<file path="config.mk">
export PLATFORM = sky130hd
export DESIGN_NAME = bus_port_fifo
export DESIGN_NICKNAME = d
export VERILOG_FILES = /design/src/rtl/bus_port_fifo.sv
export SDC_FILE = /design/constraint.sdc
export NUM_CORES = 1
export LEC_CHECK = 0
export CAP_MARGIN = 20
export CORE_MARGIN = 8
export CORE_UTILIZATION = 60
export DETAILED_ROUTE_END_ITERATION = 12
export DONT_BUFFER_PORTS = 1
export GPL_TIMING_DRIVEN = 0
export PLACE_DENSITY = 0.84
export SLEW_MARGIN = 20
export SYNTH_ARGS = -nofsm -noshare
export SYNTH_HDL_FRONTEND = slang
export SYNTH_SLANG_ARGS = --single-unit
</file>
<file path="constraint.sdc">
create_clock -name clk -period 3.3 [get_ports clk]
set_input_delay 0.33 -clock clk [delete_from_list [all_inputs] [get_ports clk]]
set_output_delay 0.33 -clock clk [all_outputs]
set_load 0.005 [all_outputs]
</file>
<file path="src/rtl/bus_port_fifo.sv">
// Bus port with independent TX (host -> arbiter) and RX (bus -> host) FWFT queues.
// Optional sticky error flag enabled by defining BUS_PORT_FIFO_ERR_EN.
module bus_port_fifo #(
  parameter int pckg_sz = 16,
  parameter int depth   = 8
) (
  input  logic                       clk,
  input  logic                       reset,
  // host side, TX queue
  input  logic                       wr_en,
  input  logic [pckg_sz-1:0]         wr_data,
  output logic                       tx_full,
  output logic [$clog2(depth+1)-1:0] tx_count,
  // arbiter side
  output logic                       pndng,
  output logic [pckg_sz-1:0]         D_pop,
  input  logic                       pop,
  input  logic                       push,
  input  logic [pckg_sz-1:0]         D_push,
  // host side, RX queue
  input  logic                       rd_en,
  output logic [pckg_sz-1:0]         rd_data,
  output logic                       rx_empty,
  output logic                       err
);

  localparam int PTR_W = (depth > 1) ? $clog2(depth) : 1;
  localparam int CNT_W = $clog2(depth + 1);

  localparam logic [PTR_W-1:0] PTR_LAST = PTR_W'(depth - 1);
  localparam logic [CNT_W-1:0] CNT_FULL = CNT_W'(depth);
  localparam logic [CNT_W-1:0] CNT_ONE  = CNT_W'(1);

  // Pointers wrap explicitly so depth need not be a power of two.
  function automatic logic [PTR_W-1:0] ptr_next(input logic [PTR_W-1:0] p);
    return (p == PTR_LAST) ? '0 : p + PTR_W'(1);
  endfunction

  // ------------------------------------------------------------------
  // TX queue
  // ------------------------------------------------------------------
  logic [pckg_sz-1:0] tx_mem [depth];
  logic [PTR_W-1:0]   tx_wr_ptr;
  logic [PTR_W-1:0]   tx_rd_ptr;
  logic [CNT_W-1:0]   tx_cnt;
  logic               tx_is_full;
  logic               tx_is_empty;
  logic               tx_do_wr;
  logic               tx_do_rd;

  assign tx_is_full  = (tx_cnt == CNT_FULL);
  assign tx_is_empty = (tx_cnt == '0);
  // A full queue still accepts a write when the head leaves in the same cycle.
  assign tx_do_wr    = wr_en && (!tx_is_full || pop);
  assign tx_do_rd    = pop && !tx_is_empty;

  // NOTE: sequential state uses non-blocking assignments so every register
  // samples the pre-edge values regardless of statement order.
  always_ff @(posedge clk) begin
    if (reset) begin
      tx_wr_ptr <= '0;
      tx_rd_ptr <= '0;
      tx_cnt    <= '0;
    end else begin
      if (tx_do_wr) tx_wr_ptr <= ptr_next(tx_wr_ptr);
      if (tx_do_rd) tx_rd_ptr <= ptr_next(tx_rd_ptr);
      case ({tx_do_wr, tx_do_rd})
        2'b10:   tx_cnt <= tx_cnt + CNT_ONE;
        2'b01:   tx_cnt <= tx_cnt - CNT_ONE;
        default: tx_cnt <= tx_cnt;
      endcase
    end
  end

  // NOTE: storage is deliberately not reset; clearing the pointers and count
  // is enough to discard contents, and it keeps the array mappable to RAM.
  always_ff @(posedge clk) begin
    if (!reset && tx_do_wr) tx_mem[tx_wr_ptr] <= wr_data;
  end

  assign tx_full  = tx_is_full;
  assign tx_count = tx_cnt;
  assign pndng    = !tx_is_empty;
  assign D_pop    = tx_mem[tx_rd_ptr];

  // ------------------------------------------------------------------
  // RX queue
  // ------------------------------------------------------------------
  logic [pckg_sz-1:0] rx_mem [depth];
  logic [PTR_W-1:0]   rx_wr_ptr;
  logic [PTR_W-1:0]   rx_rd_ptr;
  logic [CNT_W-1:0]   rx_cnt;
  logic               rx_is_full;
  logic               rx_is_empty;
  logic               rx_do_wr;
  logic               rx_do_rd;

  assign rx_is_full  = (rx_cnt == CNT_FULL);
  assign rx_is_empty = (rx_cnt == '0);
  assign rx_do_wr    = push && (!rx_is_full || rd_en);
  assign rx_do_rd    = rd_en && !rx_is_empty;

  always_ff @(posedge clk) begin
    if (reset) begin
      rx_wr_ptr <= '0;
      rx_rd_ptr <= '0;
      rx_cnt    <= '0;
    end else begin
      if (rx_do_wr) rx_wr_ptr <= ptr_next(rx_wr_ptr);
      if (rx_do_rd) rx_rd_ptr <= ptr_next(rx_rd_ptr);
      case ({rx_do_wr, rx_do_rd})
        2'b10:   rx_cnt <= rx_cnt + CNT_ONE;
        2'b01:   rx_cnt <= rx_cnt - CNT_ONE;
        default: rx_cnt <= rx_cnt;
      endcase
    end
  end

  always_ff @(posedge clk) begin
    if (!reset && rx_do_wr) rx_mem[rx_wr_ptr] <= D_push;
  end

  assign rx_empty = rx_is_empty;
  assign rd_data  = rx_mem[rx_rd_ptr];

  // ------------------------------------------------------------------
  // Sticky error flag
  // ------------------------------------------------------------------
`ifdef BUS_PORT_FIFO_ERR_EN
  logic err_q;
  logic err_event;

  // NOTE: combinational logic gets a default first so no path can infer a latch.
  always_comb begin
    err_event = 1'b0;
    if (wr_en && tx_is_full && !pop) err_event = 1'b1;
    if (pop && tx_is_empty)          err_event = 1'b1;
    if (push && rx_is_full && !rd_en) err_event = 1'b1;
    if (rd_en && rx_is_empty)        err_event = 1'b1;
  end

  always_ff @(posedge clk) begin
    if (reset)          err_q <= 1'b0;
    else if (err_event) err_q <= 1'b1;
  end

  assign err = err_q;
`else
  assign err = 1'b0;
`endif

endmodule
</file>
==> results of run 1 <==
-- kinds of logic after synthesis --
group                      Yosys count
adders and majority gates           15
buffers and inverters               28
xor gates and xnor gates             5
muxes                              103
other                                1
AOI/OAI and AO/OA                   24
and+or+nand+nor                     66
DFF                                282
-- routing by layer --
metal | global-route usage | vias to the layer above | wire, µm
met2 | 0.329 | 236 | 11200
li1 | - | 2335 | -
met4 | 0.0529 | 0 | 418
met1 | 0.244 | 2835 | 8720
met3 | 0.0403 | 42 | 1390
met5 | 0 | - | 0
-- state kept, by name, indices dropped and copies added (netlist names), named ones only --
| signal | cells |
|---|---|
| tx_mem | 128 |
| rx_wr_ptr | 3 |
| tx_count | 4 |
| rx_cnt | 4 |
| rx_rd_ptr | 3 |
| rx_mem | 128 |
| tx_wr_ptr | 3 |
| tx_rd_ptr | 3 |
-- layout make-up --
| cell class | count | area [µm²] |
|---|---|---|
| diodes | 1 | 2.50 |
| plain buffers | 22 | 96.3 |
| clock buffers | 36 | 739 |
| clock inverters | 12 | 90.1 |
| fillers | 990 | 5260 |
| inverters | 6 | 22.5 |
| multi-input cells | 214 | 2700 |
| flip-flops and latches | 282 | 8210 |
| well taps | 229 | 287 |
| repair buffers | 60 | 562 |
-- worst min path at each step --
stage	cells past startpoint	start	slack [ns]	endpoint
3_3_place_gp	0	D_push[8]	0.43	rx_mem[2][8]
3_5_place_dp	0	wr_data[0]	0.43	tx_mem[7][0]
6_report	2	reset	0.08	rx_cnt[3]
4_1_cts	3	wr_en	0.07	tx_wr_ptr[1]
2_1_floorplan	0	D_push[0]	0.43	rx_mem[0][0]
5_1_grt	3	wr_en	0.1	tx_wr_ptr[1]
-- cells in the final DEF, fill, tap and decap left out, types with 3 or more instances in the layout --
cell | Yosys | final
a21oi_1 | 16 | 16
buf_2 | 8 | 16
buf_4 | 1 | 11
buf_6 | 0 | 5
buf_8 | 0 | 4
clkbuf_1 | 11 | 17
clkbuf_16 | 0 | 27
clkbuf_8 | 0 | 3
clkinv_1 | 0 | 3
clkinv_2 | 0 | 5
dfxtp_1 | 26 | 26
dlygate4sd3_1 | 0 | 33
edfxtp_1 | 256 | 256
ha_1 | 14 | 14
inv_1 | 6 | 6
mux2_2 | 33 | 33
mux2i_1 | 6 | 6
mux4_2 | 64 | 64
nand2_1 | 10 | 10
nand2b_1 | 3 | 3
nand3_1 | 3 | 3
nand3b_1 | 3 | 3
nor2_1 | 19 | 14
nor2_2 | 0 | 5
nor3_2 | 0 | 7
nor4_2 | 0 | 3
or3_1 | 6 | 6
or3b_2 | 3 | 3
xor2_1 | 5 | 5
-- worst max-delay path: cells and delay by family, from the launching register on --
family                   cells  cell delay [ns]
flip-flops                   1             0.39
AND/OR/NAND/NOR              2             1.09
AO/OA/AOI/OAI                4             0.75
adder cells (fa/ha/maj)      2             0.57
-- through the flow --
| step | util | setup WS (ns) | total power (µW) | TNS (ns) |
|---|---|---|---|---|
| after floorplan | - | 0.399 | 5330 | 0 |
| after global placement | 0.625 | -1.10 | 5590 | -58.00 |
| after detailed placement | 0.642 | 0.434 | 5680 | 0 |
| after CTS | 0.707 | 0.416 | 8610 | 0 |
| after global routing | 0.707 | 0.284 | 8870 | 0 |
| final | 0.707 | 0.427 | 8550 | 0 |
-- report_power, final --
group	leakage [µW]	switching, µW	internal, µW
clock network	0.000405	1240	1650
registers	0.00252	102	4020
logic	0.00119	766	775
total	0.00412	2100	6440
==> results.toml, run 1 <==
[timing]
slew_violations = 0
clock_skew_ns = 0.0115
report.final.setup_viol = 0
period_needed_ns = 2.87
rsz0062_at_grt = "false"
slew_headroom = 0.415
whs_ns = 0.0839
timing.fmax_ghz = 0.348
fin_crit_sh = 0.871
tightest_slew_ns = 0.871
hold_viol = 0

[route]
wl_per_cell_um = 25.3
wl_mm = 21.8
dr.pass1.iters = 5
post-route-drc-count = 0
via_per_inst = 6.32
via_count = 5448
drt_iter0_markers = 584
ant_nets = 0

[clocking]
cts_made_buffers = 27
cts-resized-gates = 0
hold_buffers = 33
path_clk_slew_ns = 0.06
cts_tree = "yes"
cts_max_path_buffers = 3
clock-sinks = 282
htree_levels = 1
clk_latency_ns = 0.52
cts_root_buffer = "clkbuf_16"
cts_setup_buffers = 0

[critical_path]
critPathKind = "reg2reg"
critPathLaunch = "tx_count[0]"
endpoint_kind = "flip-flop"
worstPathRequired_ns = 3.75
worst_r2r_startpoint = "tx_count[0]"
crit_chain = "or4b_4 > o21ai_4 > ha_1 > ha_1 > a21oi_1 > a21oi_1 > or4_1 > a21oi_1"
rr_worst_depth = 8
critPathLaunchType = "flip-flop"
rr_endpoint = "tx_count[3]"
r2r_setup_slack_ns = 0.43
crit_fanout = 10
critPathArrivalTime_ns = 3.32
crit_end = "tx_count[3]"
max_stage_delay_ns = 0.61
cp_slowest_cell = "or4b_4"
crit_path_frequent_cell = "a21oi_1"

[die]
die_w_um = 151
fp.dieH_um = 151
core_area_mm2 = 0.0180
rows = 49
initial_core_util = 0.610
ios = 78
die-area_mm2 = 0.0228

[synth]
synthFlopType = "edfxtp_1"
synth_top_area_cell = "edfxtp_1"
ys_seq_area_frac = 0.750
syn_nets = 577
synth_compound_area_frac = 0.0130
yosysWarnings = 0
ys_types = 37
synth.area.top_cells = "edfxtp_1, mux4_2, dfxtp_1"
synth-async-reset-ratio = 0
synthXorXnorAreaFrac = 0.00400
synth_top_family_by_area = "multiplexers"
synth_seq_cells = 282
synth.most_common_cell = "edfxtp_1"
avgSynthCellArea_um2 = 20.9
synth-simple-area-share = 0.0333
synth_common_cells = "edfxtp_1, mux4_2, mux2_2"
synthMuxAreaShare = 0.171
synth_edf_count = 256
postSynthCellCount = 524
syn_area_mm2 = 0.0109
synth_adder_area_share = 0.0178
synth_top_cell_area_share = 0.702

[layout]
area_delta_synth_final_pct = 16.0
layout-drive-gt1-share = 0.309
final_cell_count_no_fill = 862
fin_nets = 666
final_cell_area_mm2 = 0.0127

[global_routing]
grt_use_total = 0.192
grt_pass1_wl_mm = 32.5
grt_max_degree = 16
grt_overflow = 0
antenna_found_initial = 0
grt_pass1_vias = 5680

[place]
hpwl_mm = 14.1
portBuffers = 0
place.gp.congestion = 0.742
place_area_mm2 = 0.0115
placed_cells = 780

[run_status]
outcome = "complete, no violations"

[power_and_ir_drop]
leakage_uw = 0.00412
power.density_mw_per_mm2 = 673
worst_ir_drop_vdd_uv = 658

[run]
cap_violations = 0

[hold_path]
hold_class = "in2reg"
Power figures use the tool's default switching activity.
==> inputs of run 2 (changes only) <==
- GPL_ROUTABILITY_DRIVEN: default -> 0
==> results of run 2 <==
Same layout as run 1: the final DEF is identical, and so are final timing and power.
==> inputs of run 3 (changes only) <==
- CORE_UTILIZATION: 60 -> 40
- PLACE_DENSITY: 0.84 -> 0.62
==> run 3 against run 2 <==
Core utilization down 23 points; global-route usage decreased by 5.9 points; setup slack got worse by 0.0023 ns; clock power grew 6%; first-iteration DRC count down 47%; power grew 2.2%; critical path depth grew 1; count of clock-buffer cells in the layout decreased by 3; clock skew fell by 0.00054 ns; cell count increased by 13%; via count shrank 4.0%; critical endpoint unchanged.
==> results.toml, run 3 (synthesis results as in run 1) <==
[clocking]
cts_made_buffers = 29
hold_buffers = 33
clk_latency_ns = 0.53
path_clk_slew_ns = 0.06
cts-resized-gates = 0
cts_root_buffer = "clkbuf_16"
clock-sinks = 282
htree_levels = 1
cts_setup_buffers = 0
cts_tree = "yes"
cts_max_path_buffers = 3

[die]
ios = 78
initial_core_util = 0.406
core_area_mm2 = 0.0270
fp.dieH_um = 181
die_w_um = 181
die-area_mm2 = 0.0329
rows = 60

[critical_path]
critPathLaunch = "tx_count[0]"
cp_top_family = "simple AND/OR/NAND/NOR gates"
crit_buf_inv = 1
crit_fanout = 6
crit_path_frequent_cell = "a21oi_1"
endpoint_kind = "flip-flop"
critPathArrivalTime_ns = 3.34
critPathKind = "reg2reg"
cp_slowest_cell = "or4_1"
crit_chain = "or4_1 > nand2_1 > inv_1 > ha_1 > ha_1 > a21oi_1 > a21oi_1 > or4_1 > a21oi_1"
max_stage_delay_ns = 0.65
critPathLaunchType = "flip-flop"
worstPathRequired_ns = 3.76
worst_r2r_startpoint = "tx_count[0]"

[run_status]
outcome = "complete, no violations"

[layout]
final_cell_count_no_fill = 976
largestRegisters = "rx_mem (128), tx_mem (128)"
postLayoutCoreUtil = 0.478
n_antenna_cell = 0
final_cell_mix = "edfxtp_1, mux4_2, mux2_2, dlygate4sd3_1, clkbuf_16"
n_fill_cell = 2160
area_delta_synth_final_pct = 17.7
fin_nets = 672
layout-drive-gt1-share = 0.310
layout_commonest_cell = "edfxtp_1"

[timing]
fin_crit_sh = 0.871
slew_violations = 0
fin_setup_tns_ns = 0
rsz0062_at_grt = "false"
timing.fmax_ghz = 0.348
report.final.setup_viol = 0
slew_headroom = 0.476
setup_ws_ns = 0.424
period_needed_ns = 2.88
clock_skew_ns = 0.0110
hold_viol = 0
tightest_slew_ns = 0.787

[global_routing]
grt_overflow = 0
grt_max_degree = 14
grt_pass1_wl_mm = 33.7
antenna_found_initial = 0
grt_use_total = 0.133
grt_pass1_vias = 5668

[power_and_ir_drop]
power.density_mw_per_mm2 = 678
finalPower_uw = 8740
leakage_uw = 0.00416
worst_ir_drop_vdd_uv = 378

[route]
post-route-drc-count = 0
ant_nets = 0
via_per_inst = 5.36
drt_iter0_markers = 308
via_count = 5229
wl_mm = 22.0
wl_per_cell_um = 22.5
dr.pass1.iters = 6

[place]
placed_cells = 896
portBuffers = 0
post-place-ws_ns = 0.496
hpwl_mm = 15.0

[hold_path]
min_from = "reset"
hold_class = "in2reg"

[run]
cap_violations = 0
## run 3: worst register-to-register path, stage by stage, from the launching register on
cell and delay [ns]:
dfxtp_1 0.38, or4_1 0.65, nand2_1 0.21, inv_1 0.08
ha_1 0.22, ha_1 0.33, a21oi_1 0.19, a21oi_1 0.13
or4_1 0.48, a21oi_1 0.15
## run 3: path summary, 6_finish.rpt
check,endpoint,slack [ns],cells after the start
worst max-delay path,tx_count[3],0.42,9
worst min-delay path,rx_cnt[3],0.05,2
worst max register to register,tx_count[3],0.42,9
worst min register to register,flip-flop,0.47,2
## run 3: through the flow
stage	hold WS [ns]	instance area, µm²
after floorplan	0.429	10900
after global placement	0.429	11400
after detailed placement	0.429	11700
after CTS	0.0328	12900
after global routing	0.0669	12900
final	0.0487	12900
## run 3: cell type report
cell class / instances / area, µm² / area share
clock inverter: 14 / 138 / 0.0107
buffer: 22 / 96.3 / 0.00748
inverter: 6 / 22.5 / 0.00175
tap: 341 / 427 / 0.0331
multi-input combinational: 214 / 2700 / 0.209
timing repair buffer: 64 / 562 / 0.0436
sequential: 282 / 8210 / 0.637
clock buffer: 33 / 741 / 0.0575
## run 3: layer usage
metal	track usage	routed length [µm]	up-vias
met5	0	0	-
met4	0.0292	385	0
met3	0.0323	1270	29
met2	0.244	11800	145
met1	0.154	8580	2716
li1	-	-	2339
## run 3: power breakdown
group	switching [µW]	internal, µW	total, µW	leakage (µW)
Sequential	99.4	4020	4120	0.00252
Clock	1250	1810	3060	0.000433
Combinational	776	776	1550	0.00121
Total	2130	6610	8740	0.00416
